==> config.mk <==
export PLATFORM = sky130hd
export DESIGN_NAME = clk_rst_supervisor_flat
export DESIGN_NICKNAME = d
export VERILOG_FILES = /design/src/rtl/clk_rst_supervisor_if.sv /design/src/rtl/clk_rst_supervisor.sv /design/src/flat_wrapper.sv
export SDC_FILE = /design/constraint.sdc
export NUM_CORES = 1
export LEC_CHECK = 0
export ABC_AREA = 1
export CAP_MARGIN = 10
export CORE_UTILIZATION = 45
export CTS_CLUSTER_DIAMETER = 200
export DETAILED_ROUTE_END_ITERATION = 7
export PLACE_DENSITY_LB_ADDON = 0.3
export SKIP_CTS_REPAIR_TIMING = 1
export SLEW_MARGIN = 40
export SYNTH_ARGS = -nofsm -noshare
export SYNTH_HDL_FRONTEND = slang
export SYNTH_SLANG_ARGS = --single-unit
export TNS_END_PERCENT = 50
==> constraint.sdc <==
create_clock -name clk_sys -period 1.7 [get_ports clk_sys]
set_input_delay 0.51 -clock clk_sys [delete_from_list [all_inputs] [get_ports clk_sys]]
set_output_delay 0.51 -clock clk_sys [all_outputs]
set_load 0.005 [all_outputs]
==> src/rtl/clk_rst_supervisor_if.sv <==
// Handshake bundle between the DCM-side supervisor and its environment.
// slave = supervisor view, master = DCM/system side view.
interface clk_rst_supervisor_if;
  logic       dcm_locked;
  logic [7:0] dcm_status;
  logic       dcm_reset;
  logic       sys_rst;
  logic       ready;
  logic       fault;
  logic [7:0] retry_count;

  modport master (
    output dcm_locked, dcm_status,
    input  dcm_reset, sys_rst, ready, fault, retry_count
  );

  modport slave (
    input  dcm_locked, dcm_status,
    output dcm_reset, sys_rst, ready, fault, retry_count
  );
endinterface

==> src/rtl/clk_rst_supervisor.sv <==
// DCM reset/lock supervisor: pulses DCM reset, waits for stable lock, releases sys_rst, retries on loss.
// Optional macro CLKFX_STOP_DETECT_EN: treat synchronized STATUS[2:1] != 0 as lock loss in S_STABLE/S_RUN.
module clk_rst_supervisor #(
  parameter int unsigned RST_PULSE_CYCLES    = 8,
  parameter int unsigned LOCK_TIMEOUT_CYCLES = 33000,
  parameter int unsigned STABLE_CYCLES       = 1024,
  parameter int unsigned MAX_RETRIES         = 4,
  parameter int unsigned CNT_W               = 16
) (
  input  logic                   clk_sys,
  input  logic                   rst_n,
  clk_rst_supervisor_if.slave    bus
);

  localparam int unsigned BUD_W = (MAX_RETRIES < 2) ? 1 : $clog2(MAX_RETRIES + 1);
  localparam logic [CNT_W-1:0] PULSE_LAST   = CNT_W'(RST_PULSE_CYCLES - 1);
  localparam logic [CNT_W-1:0] TIMEOUT_LAST = CNT_W'(LOCK_TIMEOUT_CYCLES - 1);
  localparam logic [CNT_W-1:0] STABLE_LAST  = CNT_W'(STABLE_CYCLES - 1);
  localparam logic [BUD_W-1:0] BUDGET_MAX   = BUD_W'(MAX_RETRIES);

  typedef enum logic [2:0] {
    S_RESET,
    S_WAIT_LOCK,
    S_STABLE,
    S_RUN,
    S_FAULT
  } state_t;

  state_t           state_reg, state_next;
  logic [CNT_W-1:0] timer_reg, timer_next;
  logic [BUD_W-1:0] budget_reg, budget_next, budget_inc;
  logic [7:0]       retry_reg, retry_next;
  logic             locked_meta_reg, locked_s_reg;
  logic             loss;
  logic             do_retry;
  logic             dcm_reset_reg, sys_rst_reg, ready_reg, fault_reg;

  always_ff @(posedge clk_sys or negedge rst_n) begin
    if (!rst_n) begin
      locked_meta_reg <= 1'b0;
      locked_s_reg    <= 1'b0;
    end else begin
      locked_meta_reg <= bus.dcm_locked;
      locked_s_reg    <= locked_meta_reg;
    end
  end

`ifdef CLKFX_STOP_DETECT_EN
  logic [1:0] stop_meta_reg, stop_s_reg;
  wire        unused_status = ^{bus.dcm_status[7:3], bus.dcm_status[0]};

  always_ff @(posedge clk_sys or negedge rst_n) begin
    if (!rst_n) begin
      stop_meta_reg <= 2'b00;
      stop_s_reg    <= 2'b00;
    end else begin
      stop_meta_reg <= bus.dcm_status[2:1];
      stop_s_reg    <= stop_meta_reg;
    end
  end

  assign loss = !locked_s_reg || (stop_s_reg != 2'b00);
`else
  wire unused_status = ^bus.dcm_status;

  assign loss = !locked_s_reg;
`endif

  always_ff @(posedge clk_sys or negedge rst_n) begin
    if (!rst_n) begin
      state_reg  <= S_RESET;
      timer_reg  <= '0;
      budget_reg <= '0;
      retry_reg  <= 8'd0;
    end else begin
      state_reg  <= state_next;
      timer_reg  <= timer_next;
      budget_reg <= budget_next;
      retry_reg  <= retry_next;
    end
  end

  always_comb begin
    state_next  = state_reg;
    timer_next  = timer_reg + CNT_W'(1);
    budget_inc  = budget_reg + BUD_W'(1);
    budget_next = budget_reg;
    retry_next  = retry_reg;
    do_retry    = 1'b0;

    case (state_reg)
      S_RESET: begin
        if (timer_reg == PULSE_LAST) state_next = S_WAIT_LOCK;
      end
      S_WAIT_LOCK: begin
        // Lock seen on the timeout cycle still counts as a lock.
        if (locked_s_reg)                   state_next = S_STABLE;
        else if (timer_reg == TIMEOUT_LAST) do_retry   = 1'b1;
      end
      S_STABLE: begin
        if (loss) begin
          do_retry = 1'b1;
        end else if (timer_reg == STABLE_LAST) begin
          state_next  = S_RUN;
          budget_next = '0;
        end
      end
      S_RUN: begin
        timer_next = timer_reg;
        if (loss) do_retry = 1'b1;
      end
      S_FAULT: begin
        timer_next = timer_reg;
      end
      default: begin
        state_next = S_RESET;
      end
    endcase

    if (do_retry) begin
      retry_next  = (retry_reg == 8'hFF) ? retry_reg : retry_reg + 8'd1;
      budget_next = budget_inc;
      state_next  = ((MAX_RETRIES != 0) && (budget_inc == BUDGET_MAX)) ? S_FAULT : S_RESET;
    end

    if (state_next != state_reg) timer_next = '0;
  end

  // Outputs are decoded from the next state so they move on the same edge as the state.
  always_ff @(posedge clk_sys or negedge rst_n) begin
    if (!rst_n) begin
      dcm_reset_reg <= 1'b1;
      sys_rst_reg   <= 1'b1;
      ready_reg     <= 1'b0;
      fault_reg     <= 1'b0;
    end else begin
      dcm_reset_reg <= (state_next == S_RESET) || (state_next == S_FAULT);
      sys_rst_reg   <= (state_next != S_RUN);
      ready_reg     <= (state_next == S_RUN);
      fault_reg     <= (state_next == S_FAULT);
    end
  end

  assign bus.dcm_reset   = dcm_reset_reg;
  assign bus.sys_rst     = sys_rst_reg;
  assign bus.ready       = ready_reg;
  assign bus.fault       = fault_reg;
  assign bus.retry_count = retry_reg;

endmodule

==> src/flat_wrapper.sv <==
// flat-port wrapper written by rule: the top's interface ports become plain ports
module clk_rst_supervisor_flat 
#(
  parameter int unsigned RST_PULSE_CYCLES    = 8,
  parameter int unsigned LOCK_TIMEOUT_CYCLES = 33000,
  parameter int unsigned STABLE_CYCLES       = 1024,
  parameter int unsigned MAX_RETRIES         = 4,
  parameter int unsigned CNT_W               = 16
)
  (clk_sys, rst_n, bus_dcm_locked, bus_dcm_status, bus_dcm_reset, bus_sys_rst, bus_ready, bus_fault, bus_retry_count);
  clk_rst_supervisor_if bus_i ();
  input  logic clk_sys;
  input  logic rst_n;
  input wire logic [$bits(bus_i.dcm_locked)-1:0] bus_dcm_locked;
  input wire logic [$bits(bus_i.dcm_status)-1:0] bus_dcm_status;
  output wire logic [$bits(bus_i.dcm_reset)-1:0] bus_dcm_reset;
  output wire logic [$bits(bus_i.sys_rst)-1:0] bus_sys_rst;
  output wire logic [$bits(bus_i.ready)-1:0] bus_ready;
  output wire logic [$bits(bus_i.fault)-1:0] bus_fault;
  output wire logic [$bits(bus_i.retry_count)-1:0] bus_retry_count;
  assign bus_i.dcm_locked = bus_dcm_locked;
  assign bus_i.dcm_status = bus_dcm_status;
  assign bus_dcm_reset = bus_i.dcm_reset;
  assign bus_sys_rst = bus_i.sys_rst;
  assign bus_ready = bus_i.ready;
  assign bus_fault = bus_i.fault;
  assign bus_retry_count = bus_i.retry_count;
  clk_rst_supervisor #(.RST_PULSE_CYCLES(RST_PULSE_CYCLES), .LOCK_TIMEOUT_CYCLES(LOCK_TIMEOUT_CYCLES), .STABLE_CYCLES(STABLE_CYCLES), .MAX_RETRIES(MAX_RETRIES), .CNT_W(CNT_W)) u_core (.clk_sys(clk_sys), .rst_n(rst_n), .bus(bus_i));
endmodule
==> impl_results.md <==
- Reg power frac: 41.3%
- Status: completed
- Sw Share: 38.1%
- Die Ht: 67.6 um
- Mapped Cells: 232
- Final worst-path cycle share: 95.2%
- H-tree depth: 2
- Final instance area: 2410 um2
- Fin crit period: 1.62 ns
- Clk_lat worst skew: 0.29 ns
- Highest metal used: met4
- Comb pwr share: 38.4%
- Initial DRC count: 66
- CTS tree: done
- Met2 WL: 1630 um
- P_int: 1.77 mW
- Core area: 4060 um2
- Clk root buf: clkbuf_8
- Total GRT Usage: 17.0%
- Crit Path Category: flop to flop
- Area delta synth->final: 24.4%
- Max frequency: 618 MHz
- Final hold viol count: 0
- Area contributors post-synth: dfrtp_1 44%, nand2_1 9.3%, xor2_1 8.1%
- CP Launch Type: flop
- Cell Area, Synth: 1940 um2
- Synthesized flop and latch total: 36
- Cell taking the most area after synthesis: dfrtp_1
- Final Wtd Congestion: 0.831
- Die ar.: 4570 um2
- Critical-path maximum fanout: 8
- Detail Route Antenna Nets: 0
- Num CTS Buffers: 5
- Most frequent cells in the layout: 48 x nand2_1, 32 x dfrtp_1, 24 x nor2_1
- Power Density: 1190 nW/um2
- Max clock buf depth: 2
- Die X: 67.6 um
- Row cnt: 23
- Util after Layout: 59.4%
- Gr ovfl total: 0
- Clock Skew: 0.00644 ns
- Vias in the first global route: 1352
- Pleak: 1.27 nW
- Initial antenna violation count: 0
- Critical path capture point type: flop
- RSZ-0062 raised after global routing: true
- Layout cells sized above 1: 24.8%
- Post-Route WL: 3570 um
- DR WL/cell: 11.3 um
- # setup viols final: 0
- Ys Warns: 0
- Crit path DAT: 1.80 ns
- I/O Buffers: 14
- Inst Count DP: 305
- Dpl ws: 0.00913 ns
- Initial Util: 47.7%
- Final worst setup slack: 0.0820 ns
- Most common cell after layout, fill and taps aside: nand2_1
- Slowest cell on the critical path: dfrtp_1
- Psw: 1.09 mW
- Clk pwr share: 20.3%
- I/O pin count: 23
- Rel. slew slack: 54.2%
- HP Class: input pin to asynchronous set/reset pin
- Sequential area share after synthesis: 46.7%
- Max Slew Vio Count: 0
- Share of the synthesized area in the top cell type: 44.0%
- Crit-path cells: inv_1, o21ai_2, nand4_1, nor2_1, xor2_1, nor2_2
- Mean Syn Cell Area: 8.34 um2
- Syn Nets: 247
- Post-DP HPWL: 2420 um
- Max reg flops: 16
- Post-route insts no fill: 316
- Wire length on met1: 1760 um
- Avg Vias per Cell: 4.91
- First-pass GRT wire length: 5720 um
- Total number of vias: 1551
- Sink Count: 36
- Largest net degree at the start of global routing: 37
- CTS clk-pin slew, worst paths: 0.07 ns
- Tot Pwr: 2.86 mW
- Met3 WL post-DR: 123 um
- DR pass1 iterations: 4
- ANT cells: 0
- Post-route DRC: 0
- Max cap viols: 0
- Filler Cells Inserted: 349
- Critical path's largest stage delay: 0.44 ns
- Cell area after placement: 2200 um2
- Worst-margin pin slew: 0.685 ns
- Worst IR Drop VDD: 0.000631 V
- WP data required: 1.88 ns
- Nets@finish: 280
- Synth cell types: 24
## power groups by stage
stage / Clock, mW / Combinational [mW] / Sequential, mW
after floorplan: 0 / 0.667 / 1.17
final: 0.579 / 1.10 / 1.18
after CTS: 0.600 / 0.935 / 1.17
after detailed placement: 0 / 0.934 / 1.18
after global placement: 0 / 0.912 / 1.18
after global routing: 0.638 / 1.24 / 1.20
## area by class of cell
type	count	area (um2)	share of cell area, %
clock buffers	7	76.3	3.17
clock inverters	1	5.00	0.208
inverters	27	104	4.31
multi-input cells	169	1000	41.7
flip-flops and latches	36	906	37.6
well taps	50	62.6	2.60
repair buffers	26	250	10.4
## metrics by stage
stage                     hold WS [ns]  setup TNS, ns
after floorplan                  0.214              0
after global placement           0.334              0
after detailed placement         0.344              0
after CTS                        0.264         -0.589
after global routing             0.291         -0.249
final                            0.240              0
## metal layers
metal,global-route usage [%],vias up
li1,-,795
met1,23.5,727
met2,24.5,22
met3,4.05,7
met4,8.51,0
met5,0,-
## synthesized netlist by cell type (all sizes together)
library cell and instances:
xnor2 4, nand2 56, ha 4, mux2i 1
nand4 6, nand3 19, nor3 3, nor2 45
inv 27, o211ai 1, xor2 18, a21oi 1
o21ai 8, buf 2, dfrtp 34, dfstp 2
nor4 1
## worst paths after layout
path | startpoint | to | slack [ns] | cells past startpoint
worst min-delay path | rst_n | u_core.timer_reg[2] | 0.24 | 2
max in group asynchronous | rst_n | u_core.bus.sys_rst | 1.11 | 2
worst max-delay path | u_core.state_reg[2] | u_core.timer_reg[8] | 0.08 | 6
min in group clk_sys | u_core.locked_meta_reg | u_core.locked_s_reg | 0.35 | 0
worst max register to register | u_core.state_reg[2] | u_core.timer_reg[8] | 0.08 | 6
worst min register to register | u_core.locked_meta_reg | u_core.locked_s_reg | 0.35 | 0
## worst max-delay path: cells and delay by family (launching register included)
family | cells | cell delay, ns
flops | 1 | 0.44
simple gates | 3 | 0.40
compound gates | 1 | 0.35
xor+xnor | 1 | 0.18
buf+inv | 1 | 0.13
## kinds of logic after synthesis
| group | after synthesis | share of synthesized area [%] |
|---|---|---|
| adder cells (fa/ha/maj) | 4 | 2.59 |
| XOR/XNOR | 22 | 9.95 |
| AND/OR/NAND/NOR | 130 | 31.2 |
| buffers and inverters | 29 | 6.21 |
| AO/OA/AOI/OAI | 10 | 2.91 |
| flip-flops | 36 | 46.7 |
| multiplexers | 1 | 0.517 |
Power figures use the tool's default switching activity.
